**src/rtl/zil_pkg.sv**
```systemverilog
// Shared definitions for the apartment door-bell responder and the panel-side monitor.
// Holds the state encoding, the idle call code and the debug durum constants.
package zil_pkg;

   typedef enum logic [1:0] {
      BOSTA   = 2'd0,
      CALIYOR = 2'd1,
      ACIK    = 2'd2,
      ALARM   = 2'd3
   } durum_t;

   localparam logic [3:0] IDLE_KOD = 4'b0000;

   localparam logic [1:0] DURUM_BOSTA   = 2'd0;
   localparam logic [1:0] DURUM_CALIYOR = 2'd1;
   localparam logic [1:0] DURUM_ACIK    = 2'd2;
   localparam logic [1:0] DURUM_ALARM   = 2'd3;

endpackage

```
**src/rtl/kenar_algila.sv**
```systemverilog
// Rising-edge detector: remembers the previous level in a register and pulses
// for one cycle when the input goes from low to high.
module kenar_algila (
   input  logic clk,
   input  logic rst_n,
   input  logic giris,
   output logic darbe
);

   logic onceki_r;

   // Previous-level register, cleared by reset so a level held across reset rises again.
   always_ff @(posedge clk) begin
      if (!rst_n) begin
         onceki_r <= 1'b0;
      end else begin
         onceki_r <= giris;
      end
   end

   assign darbe = giris & ~onceki_r;

endmodule

```
**src/rtl/zil_cevaplayici.sv**
```systemverilog
// Apartment-side door-bell responder: detects calls for this flat, rings the chime,
// takes the resident's open/reject decision, counts missed calls and flags nuisance ringing.
module zil_cevaplayici
   import zil_pkg::*;
#(
   parameter logic [3:0] DAIRE_NO   = 4'd5,
   parameter int         CALMA_SURE = 8,
   parameter int         CEVAP_SURE = 32,
   parameter int         ACIK_SURE  = 4,
   parameter int         MAX_TEKRAR = 3
) (
   input  logic       clk,
   input  logic       rst_n,
   input  logic [3:0] cagri_kodu,
   input  logic       cevap_butonu,
   input  logic       red_butonu,
   input  logic       alarm_sustur,
   output logic       zil_cal,
   output logic       kapi_ac,
   output logic       alarm,
   output logic [3:0] cevapsiz_sayisi,
   output logic [1:0] durum
);

   localparam int TW = (CEVAP_SURE > 1) ? $clog2(CEVAP_SURE) : 1;
   localparam int KW = (MAX_TEKRAR > 0) ? $clog2(MAX_TEKRAR + 1) : 1;

   localparam logic [TW-1:0] TMR_CEVAP = TW'(CEVAP_SURE - 1);
   localparam logic [TW-1:0] TMR_ACIK  = TW'(ACIK_SURE - 1);
   localparam logic [TW-1:0] ZIL_ESIK  = TW'(CEVAP_SURE - CALMA_SURE);

   generate
      if ((ACIK_SURE > CEVAP_SURE) || (ACIK_SURE < 1)) begin : g_acik_hata
         $error("ACIK_SURE must be in 1..CEVAP_SURE");
      end
      if ((CALMA_SURE > CEVAP_SURE) || (DAIRE_NO == 4'd0)) begin : g_param_hata
         $error("CALMA_SURE must not exceed CEVAP_SURE and DAIRE_NO must be non-zero");
      end
   endgenerate

   durum_t        durum_r, durum_s;
   logic [TW-1:0] timer_r, timer_s;
   logic [KW-1:0] tekrar_r, tekrar_s;
   logic [3:0]    sayac_r, sayac_s;
   logic          zil_r, zil_s;
   logic          kapi_r, kapi_s;
   logic          alarm_r, alarm_s;
   logic          eslesme_s;
   logic          cagri_s;
   logic          tekrar_son_s;

   assign eslesme_s = (cagri_kodu == DAIRE_NO) && (cagri_kodu != IDLE_KOD);

   kenar_algila u_kenar (
      .clk   (clk),
      .rst_n (rst_n),
      .giris (eslesme_s),
      .darbe (cagri_s)
   );

   assign tekrar_son_s = ((int'(tekrar_r) + 1) == MAX_TEKRAR);

   // Next state, timer and counters; outputs are derived from the current state
   // and registered, so they lag the state register by one cycle.
   always_comb begin
      durum_s = durum_r;
      timer_s = timer_r;
      tekrar_s = tekrar_r;
      sayac_s = sayac_r;
      zil_s = (durum_r == CALIYOR) && (timer_r >= ZIL_ESIK);
      kapi_s = (durum_r == ACIK);
      alarm_s = (durum_r == ALARM);
      case (durum_r)
         BOSTA: begin
            if (cagri_s) begin
               durum_s = CALIYOR;
               timer_s = TMR_CEVAP;
               tekrar_s = {KW{1'b0}};
            end else begin
               durum_s = BOSTA;
            end
         end
         CALIYOR: begin
            if (red_butonu) begin
               durum_s = BOSTA;
            end else if (cevap_butonu) begin
               durum_s = ACIK;
               timer_s = TMR_ACIK;
            end else if (cagri_s) begin
               if (tekrar_son_s) begin
                  durum_s = ALARM;
               end else begin
                  tekrar_s = tekrar_r + KW'(1);
                  timer_s = TMR_CEVAP;
               end
            end else if (timer_r == {TW{1'b0}}) begin
               durum_s = BOSTA;
               if (sayac_r != 4'd15) begin
                  sayac_s = sayac_r + 4'd1;
               end else begin
                  sayac_s = sayac_r;
               end
            end else begin
               timer_s = timer_r - TW'(1);
            end
         end
         ACIK: begin
            if (timer_r == {TW{1'b0}}) begin
               durum_s = BOSTA;
            end else begin
               timer_s = timer_r - TW'(1);
            end
         end
         ALARM: begin
            if (alarm_sustur) begin
               durum_s = BOSTA;
               tekrar_s = {KW{1'b0}};
            end else begin
               durum_s = ALARM;
            end
         end
         default: begin
            durum_s = BOSTA;
         end
      endcase
   end

   // State, timer, counters and output registers; reset aborts any activity at once.
   always_ff @(posedge clk) begin
      if (!rst_n) begin
         durum_r  <= BOSTA;
         timer_r  <= {TW{1'b0}};
         tekrar_r <= {KW{1'b0}};
         sayac_r  <= 4'd0;
         zil_r    <= 1'b0;
         kapi_r   <= 1'b0;
         alarm_r  <= 1'b0;
      end else begin
         durum_r  <= durum_s;
         timer_r  <= timer_s;
         tekrar_r <= tekrar_s;
         sayac_r  <= sayac_s;
         zil_r    <= zil_s;
         kapi_r   <= kapi_s;
         alarm_r  <= alarm_s;
      end
   end

   assign zil_cal         = zil_r;
   assign kapi_ac         = kapi_r;
   assign alarm           = alarm_r;
   assign cevapsiz_sayisi = sayac_r;
   assign durum           = durum_r;

endmodule
```
**config.mk**
```make
export PLATFORM = sky130hd
export DESIGN_NAME = zil_cevaplayici
export DESIGN_NICKNAME = d
export VERILOG_FILES = /design/src/rtl/zil_pkg.sv /design/src/rtl/kenar_algila.sv /design/src/rtl/zil_cevaplayici.sv
export SDC_FILE = /design/constraint.sdc
export NUM_CORES = 1
export LEC_CHECK = 0
export ABC_CLOCK_PERIOD_IN_PS = 6550
export CORE_ASPECT_RATIO = 1.75
export CORE_MARGIN = 3
export CORE_UTILIZATION = 25
export CTS_BUF_LIST = sky130_fd_sc_hd__clkbuf_8
export CTS_CLUSTER_DIAMETER = 30
export DETAILED_ROUTE_END_ITERATION = 8
export PLACE_DENSITY = 0.56
export SLEW_MARGIN = 40
export SYNTH_ARGS = -nofsm -noshare
export SYNTH_HDL_FRONTEND = slang
export SYNTH_SLANG_ARGS = --single-unit
```
**constraint.sdc**
```tcl
create_clock -name clk -period 6.55 [get_ports clk]
set_input_delay 1.31 -clock clk [delete_from_list [all_inputs] [get_ports clk]]
set_output_delay 1.31 -clock clk [all_outputs]
set_load 0.05 [all_outputs]
```
# ---- Word-level counts from Yosys, hierarchy flattened
# Cells that the tools add are included.
dict set report word_totals {
  romBits 0
  ff_bits 17
  elab_cells 64
  ram_bits 0
  mem_count 0
  latchBits 0
  inputBits 9
}
dict set report classes {
  mul 0
  shifts 0
  order_cmp 1
  div_mod_pow 0
  reduce_logical 10
  bitwise_logic 5
  eq_ne 14
  muxes 22
  add_sub_neg 4
}
# operator n
set op_table {}
lappend op_table {{two-way mux 5 bit} 6}
lappend op_table {{two-way mux 2 bit} 12}
lappend op_table {{one-hot mux 5 bit (3 select lines)} 1}
lappend op_table {{!= test 2 bit (second input constant)} 6}
lappend op_table {{!= test 4 bit (second input constant)} 2}
lappend op_table {{one-hot mux 2 bit (4 select lines)} 1}
lappend op_table {{AND reduction 7 bit} 1}
lappend op_table {{one-hot mux 2 bit (3 select lines)} 1}
lappend op_table {{AND reduction 6 bit} 1}
lappend op_table {{nonzero test 3 bit} 2}
lappend op_table {{greater-or-equal comparator 5 bit (second input constant)} 1}
lappend op_table {{zero test 5 bit} 1}
lappend op_table {{!= test 5 bit (second input constant)} 1}
lappend op_table {{subtractor 5 x 1 -> 5 bit (second input constant)} 1}
lappend op_table {{adder 4 x 1 -> 4 bit (second input constant)} 1}
lappend op_table {{== test 2 bit (second input constant)} 2}
lappend op_table {{== test 4 x 3 -> 1 bit (second input constant)} 1}
lappend op_table {{inverter 1 bit} 4}
lappend op_table {{AND reduction 4 bit} 1}
lappend op_table {{nonzero test 4 bit} 1}
lappend op_table {{adder 2 x 1 -> 3 bit (second input constant)} 1}
lappend op_table {{== test 3 x 2 -> 1 bit (second input constant)} 1}
lappend op_table {{adder 2 x 1 -> 2 bit (second input constant)} 1}
lappend op_table {{== test 2 x 1 -> 1 bit (second input constant)} 1}
lappend op_table {{4 further kinds} 5}

# ---- Logic depth before layout (Yosys ltp)
# Gate-level depths: netlist of run 1.
dict set report logic_depth {
  word_depth 7
  mapped_depth 7
  depth_no_buf 6
}

# ---- By module
# Synthesis of run 1 repeated with hierarchy kept, for this count alone.
dict set report hier_totals {
  cells_unflattened 115
  hier_area_um2 1062.3
}
# module n_inst area_per_inst_um2 cells_per_inst
set modules_own_cells {}
lappend modules_own_cells {zil_cevaplayici 1 1022.2 112}
lappend modules_own_cells {kenar_algila 1 40.0 3}

# ---- Least setup slack after synthesis of run 1
# OpenSTA, ideal clock, no wires.
dict set report synth_timing {
  kind {input -> register}
  startpoint {in cevap_butonu}
  endpoint {reg sayac_r[3] (netlist: cevapsiz_sayisi[3])}
  setup_slack_ps 3741
  n_path_buf 0
  arrival_time_ps 2737
  required_ps 6478
  stages 4
  cell_sequence {or3b_2 -> a311o_1 -> or4_1 -> a21oi_1}
}
dict set report synth_between {
  elab_chain_len 2
}
# item line_no
set synth_lines {}
lappend synth_lines {{start, declared} zil_cevaplayici.sv:15} ;# input logic cevap_butonu,
lappend synth_lines {{inverter 1 bit (no source line)} --}
lappend synth_lines {{AND reduction 6 bit (no source line)} --}
lappend synth_lines {{end signal, assigned} zil_cevaplayici.sv:142} ;# sayac_r <= sayac_s;
lappend synth_lines {{end, declared} zil_cevaplayici.sv:44} ;# logic [3:0] sayac_r, sayac_s;
# No other way between the ends.
# A chain may end at the register's enable or synchronous reset.

# ---- Worst setup path after layout of run 1
# Same ends and word-level chain as after synthesis.

==> results of run 1 <==
## logic make-up after synthesis
| family | synth area share [%] |
|---|---|
| AND/OR/NAND/NOR | 25.2 |
| AO/OA/AOI/OAI | 27.2 |
| adder cells (fa/ha/maj) | 9.11 |
| buffers and inverters | 5.81 |
| multiplexers | 0.911 |
| XOR/XNOR | 0.797 |
| flip-flops | 31.0 |
## layer usage
| layer | GRT usage, % | wire [um] | vias up | part of all wire [%] |
|---|---|---|---|---|
| met5 | 0 | 0 | - | 0 |
| met4 | 6.53 | 70 | 0 | 2.4 |
| met3 | 2.61 | 97 | 7 | 3.3 |
| met2 | 21.1 | 1570 | 27 | 54 |
| met1 | 12.4 | 1200 | 522 | 41 |
| li1 | - | - | 530 | - |
## synthesized netlist by cell type
master | count | area (sq um)
dfxtp_1 | 17 | 340
a32o_1 | 1 | 10.0
o221a_2 | 3 | 33.8
or3_1 | 3 | 18.8
a311oi_1 | 2 | 17.5
nand3_1 | 3 | 15.0
o211ai_1 | 2 | 15.0
a32oi_1 | 1 | 8.76
a211oi_1 | 2 | 15.0
xor2_1 | 1 | 8.76
nor2b_1 | 2 | 12.5
clkinv_1 | 1 | 3.75
clkbuf_1 | 3 | 11.3
nor4bb_1 | 1 | 10.0
or3b_2 | 2 | 17.5
a21oi_1 | 10 | 50.1
ha_1 | 8 | 100
o21ai_0 | 5 | 25.0
a2111oi_0 | 2 | 17.5
o311ai_0 | 2 | 17.5
mux2i_1 | 1 | 10.0
or4b_2 | 1 | 10.0
or4_1 | 3 | 22.5
o31a_1 | 1 | 8.76
inv_1 | 10 | 37.5
nor3b_1 | 1 | 7.51
nand2_1 | 7 | 26.3
buf_6 | 1 | 11.3
o31ai_1 | 3 | 22.5
and3_1 | 1 | 6.26
a21boi_0 | 1 | 7.51
or4b_1 | 1 | 10.0
nor4_1 | 2 | 12.5
o2111ai_1 | 1 | 8.76
nand2b_1 | 4 | 25.0
and2_1 | 3 | 18.8
nand4bb_1 | 1 | 11.3
o211a_1 | 1 | 10.0
nor2_1 | 10 | 37.5
o2111a_1 | 1 | 11.3
o311a_1 | 1 | 10.0
nor3_1 | 3 | 15.0
a311o_1 | 1 | 10.0
## placed cells by master (no fill, tap or decap), types with 2 or more instances in the layout
cell,synthesis,routed
o221a_2,3,3
nand2_1,7,7
ha_1,8,8
nor2b_1,2,2
or3_1,3,3
a211oi_1,2,2
a311oi_1,2,2
nor3_1,3,3
or3b_2,2,2
o21ai_0,5,5
o211ai_1,2,2
nand2b_1,4,4
clkdlybuf4s50_1,0,17
clkbuf_8,0,3
a2111oi_0,2,2
and2_1,3,3
or4_1,3,3
nor4_1,2,2
nand3_1,3,3
o311ai_0,2,2
inv_1,10,10
nor2_1,10,10
a21oi_1,10,10
dfxtp_1,17,17
o31ai_1,3,3
## registers in the layout (all words and copies together) (netlist names)
register          cells
timer_r               5
cevapsiz_sayisi       4
durum                 2
tekrar_r              2
alarm                 1
kapi_ac               1
u_kenar.onceki_r      1
zil_cal               1
## per-stage QoR
step | setup slack (ns) | total power, uW | util [%] | hold WS [ns]
floorplan | 3.74 | 138 | - | 0.449
global placement | 3.12 | 149 | 31.2 | 0.472
detailed placement | 3.07 | 149 | 31.2 | 0.470
CTS | 3.32 | 231 | 32.3 | 0.483
global route | 3.23 | 239 | 32.3 | 0.505
finish | 3.30 | 228 | 32.3 | 0.483
## worst max-delay path: cells and delay by family
| kind | cells | cell delay, ns |
|---|---|---|
| compound gates | 2 | 0.52 |
| buf+inv | 1 | 0.54 |
| simple gates | 2 | 1.06 |
## worst paths after layout
check	to	slack, ns	cells after the start
setup / recovery	cevapsiz_sayisi[3]	3.30	5
hold / removal	tekrar_r[0]	0.48	1
setup reg to reg	cevapsiz_sayisi[3]	4.01	5
hold reg to reg	tekrar_r[0]	0.48	1
## power breakdown
| part | total (uW) | leakage, uW | switching (uW) | internal (uW) |
|---|---|---|---|---|
| clock network | 80.4 | 0.0000255 | 38.1 | 42.3 |
| logic | 38.1 | 0.000308 | 21.6 | 16.5 |
| registers | 110 | 0.000138 | 3.55 | 106 |
| total | 228 | 0.000471 | 63.3 | 165 |
## final cells by class
type,instances,area [sq um],area share (%)
clock inverters,1,5.00,0.370
clock buffers,3,41.3,3.05
well taps,49,61.3,4.53
flip-flops and latches,17,340,25.1
repair buffers,17,170,12.6
multi-input cells,98,694,51.3
inverters,11,41.3,3.05
==> results.md, run 1 <==
* Initial antenna violation count at 0
* Largest net degree at the start of global routing at 14
* Setup repair bufs after CTS at 0
* Clk buf depth at 2
* Crit Reg-Reg Startpoint: durum[0]
* Starting Density at 26.2%
* Hold path startpoint: tekrar_r[0]
* Worst clock skew at 0.00888 ns
* # clock sinks at 17
* CTS tree: done
* Drt wl/cell at 15.0 um
* Slew @ Worst Pin at 0.570 ns
* Max-slew violation count at 0
* Die width at 56.1 um
* GRT Util Overall at 11.7%
* Routed Antenna Nets at 0
* Die Y at 93.7 um
* Layout cells sized above 1 at 6.80%
* Finished Layout Cells at 196
* Crit path max fanout at 8
* Number of global-route vias before repair at 1054
* Worst setup SP type: input port
* FF+latch count, synth at 17
* Distinct cell type count after synthesis at 43
* CTS resizes at 0
* Routability cong. at 0.894
* Worst-Skew Late Latency at 0.26 ns
* Status: complete, no violations
* Post-Place Cells at 192
* Final instance area at 1350 sq um
* # hold bufs at CTS at 0
* Total Wirelength at 2930 um
* Max Freq at 308 MHz
* Crit. End Element: flip-flop
* Root Driver: clkbuf_8
* Tcrit/Tclk final at 49.6%
* Vias per cell at 5.54
* Mapped Avg Cell Area at 8.45 sq um
* Mapped cell area at 1100 sq um
* Final Hold Vio Count at 0
* Worst-path clk slew at 0.07 ns
* Power Density at 168 nW/um^2
* Final Setup Violations at 0
* Num CTS Buffers at 3
* Leak pwr at 0.000471 uW
* Fin crit period at 3.25 ns
* Yosys warnings at 0
* First-pass GRT wire length at 4860 um
* RSZ-0062 raised after global routing: false
* Cell chain of the critical path: clkdlybuf4s50_1 -> or3b_2 -> a311o_1 -> or4_1 -> a21oi_1
* Drt pass-1 iters at 4
* Worst path max stage delay at 0.56 ns
* IR drop worst, VDD at 61.7 uV
* Post-Syn Nets at 147
* Crit path from: cevap_butonu
* CP max-delay cell: or3b_2
* Die area at 5260 sq um
* Fill count at 450
* Register area share after synthesis at 31.0%
* Vias at 1086
* Gr ovfl total at 0
* Slew HR at 61.5%
* Setup TNS Final at 0 ns
* Syn-to-layout area delta at 23.2%
* Half-perimeter wire length after placement at 2230 um
* CORE AREA at 4190 sq um
* Diode count at 0
* First DRT Iteration DRCs at 33
* Count of nets after finishing at 165
* Synth Instances at 130
* Maxcap violations at 0
* WP data required at 6.73 ns
* CP arrival at 3.43 ns
* Number of port buffers at 17
* Rows at 31
* Critical path type: in2reg
* Residual DRC at 0
* Placed cell areas at 1310 sq um
* Io pins at 18
* Worst hold path type: reg2reg
* H-tree Lvls at 1
(Power assumes the default switching activity.)
==> run 2: changes to the inputs <==
--- a/config.mk
+++ b/config.mk
@@ -5,7 +5,7 @@
 export SDC_FILE = /design/constraint.sdc
 export NUM_CORES = 1
 export LEC_CHECK = 0
-export ABC_CLOCK_PERIOD_IN_PS = 6550
+export ABC_CLOCK_PERIOD_IN_PS = 3300
 export CORE_ASPECT_RATIO = 1.75
 export CORE_MARGIN = 3
 export CORE_UTILIZATION = 25
==> constraint.sdc (replaced) <==
create_clock -name clk -period 3.3 [get_ports clk]
set_input_delay 0.66 -clock clk [delete_from_list [all_inputs] [get_ports clk]]
set_output_delay 0.66 -clock clk [all_outputs]
set_load 0.05 [all_outputs]
==> run 2 against run 1 <==
  * Routed wire length grew 0.14%
  * Design area up 0.46%
  * Sequential power up 98%
  * Flip-flop and latch count is the same
  * Sequential share of layout area is 0.12 points lower
  * Non-clock buffer count increased by 1
  * Die area unchanged
  * Worst hold slack improved by 0.0050 ns
  * Global-route usage grew 0.24 points
  * First-iteration DRC count fell by 3.0%
  * Clock skew decreased by 0.0078 ns
  * Critical path type unchanged
==> results.md, run 2 (synthesis results as in run 1) <==
* Status: complete, no violations
* Met2 WL at 1490 um
* First DRT Iteration DRCs at 32
* Residual DRC at 0
* Setup repair bufs after CTS at 0
* Power Density at 334 nW/um^2
* Max Freq at 391 MHz
* CTS tree: done
* Number of port buffers at 17
* Maxcap violations at 0
* Worst path max stage delay at 0.55 ns
* Drt pass-1 iters at 4
* Cell chain of the critical path: clkdlybuf4s50_1 -> or3b_2 -> a311o_1 -> or4_1 -> a21oi_1
* Routability cong. at 0.828
* Number of global-route vias before repair at 1112
* Num CTS Buffers at 3
* Worst-path clk slew at 0.07 ns
* Clk network pwr share at 35.5%
* Max-slew violation count at 0
* # hold bufs at CTS at 0
* Worst hold path type: reg2reg
* Final Setup Violations at 0
* GRT Util Overall at 12.0%
* Slew @ Worst Pin at 0.502 ns
* Clk buf depth at 2
* Worst setup SP type: input port
* Routed Antenna Nets at 0
* IR drop worst, VDD at 178 uV
* Sw Ratio at 28.2%
* Worst clock skew at 0.00104 ns
* Critical path type: in2reg
* Rows at 31
* CP arrival at 2.74 ns
* WP data required at 3.49 ns
* Io pins at 18
* RSZ-0062 raised after global routing: false
* Die area at 5260 sq um
* # clock sinks at 17
* Fin crit period at 2.56 ns
* Setup TNS Final at 0 ns
* H-tree Lvls at 1
* Register with the most flip-flops: timer_r
* R2R depth at 5
* Vias per cell at 5.63
* M1 wire length at 1200 um
* Largest net degree at the start of global routing at 14
* CTS resizes at 0
* Hold_ws at 0.488 ns
* Psw at 128 uW
* Die width at 56.1 um
* Cell depth of the worst setup path at 5
* Slew HR at 66.4%
* Commonest non-fill, non-tap cells in the layout: dfxtp_1, clkdlybuf4s50_1, inv_1, a21oi_1, nor2_1
* CP max-delay cell: or3b_2
* Syn-to-layout area delta at 23.8%
* CORE AREA at 4190 sq um
* Starting Density at 26.2%
* Internal at 326 uW
* Count of nets after finishing at 166
* Highest Signal Layer: met4
* Crit path max fanout at 8
* Leak pwr at 0.000478 uW
* Layout cells sized above 1 at 6.76%
* Drt wl/cell at 14.9 um
* Diode count at 0
* First-pass GRT wire length at 5020 um
* Initial antenna violation count at 0
* Gr ovfl total at 0
* Flop pwr share at 47.9%
* Hold path cells at 1
* Crit. End Element: flip-flop
* Final Hold Vio Count at 0
* Die Y at 93.7 um
* Tcrit/Tclk final at 77.4%
* Util after Layout at 32.5%
* Root Driver: clkbuf_8
* Pwr Total at 454 uW
* Fill count at 437
* Met3 Routed Length at 99 um
* Half-perimeter wire length after placement at 2210 um
* Top delay family on crit path: simple AND/OR/NAND/NOR gates
* Worst-Skew Late Latency at 0.26 ns
* CP Buf/Inv Count at 1
* Vias at 1109
* Total Wirelength at 2940 um
* Combinational power share at 16.6%
* Number of flip-flops in the largest register at 5
==> run 2: changes by cell type in the layout (fill, tap and decap cells not counted) <==
cell      delta
clkinv_2     -1
inv_1        +1
buf_4        +1
==> run 2: area by class of cell <==
class / count / area (sq um) / share of cell area (%)
Sequential cell: 17 / 340 / 25.0
Multi-Input combinational cell: 98 / 694 / 51.1
Tap cell: 49 / 61.3 / 4.51
Inverter: 11 / 41.3 / 3.04
Clock buffer: 3 / 41.3 / 3.04
Timing Repair Buffer: 18 / 178 / 13.1
Clock inverter: 1 / 3.75 / 0.276
==> run 2: power groups by stage <==
| stage | Sequential, uW | Combinational (uW) | Clock, uW |
|---|---|---|---|
| after floorplan | 222 | 52.8 | 0 |
| after global placement | 222 | 73.8 | 0 |
| after detailed placement | 222 | 74.8 | 0 |
| after CTS | 217 | 75.5 | 165 |
| after global routing | 219 | 82.8 | 172 |
| final | 218 | 75.5 | 161 |
==> run 2: worst reg2reg max path: stages, from the launching register on <==
cell	delay, ns
dfxtp_1	0.46
ha_1	0.45
or3b_2	0.54
a311o_1	0.37
or4_1	0.49
a21oi_1	0.15
==> run 2: layer usage <==
metal	track usage, %	vias up
met3	2.06	13
li1	-	531
met1	12.8	531
met5	0	-
met2	20.5	34
met4	9.11	0
==> run 2: per-stage QoR <==
stage,worst slack [ns],area [sq um],std cells
after detailed placement,0.498,1320,193
after CTS,0.770,1360,197
final,0.745,1360,197
after global placement,0.538,1320,193
after global routing,0.620,1360,197
after floorplan,0.836,1100,130
==> run 2: worst paths after layout <==
path,from,to,slack (ns)
max,cevap_butonu,cevapsiz_sayisi[3],0.74
max reg2reg,durum[0],cevapsiz_sayisi[3],0.77
min reg2reg,tekrar_r[0],tekrar_r[0],0.49
min,tekrar_r[0],tekrar_r[0],0.49
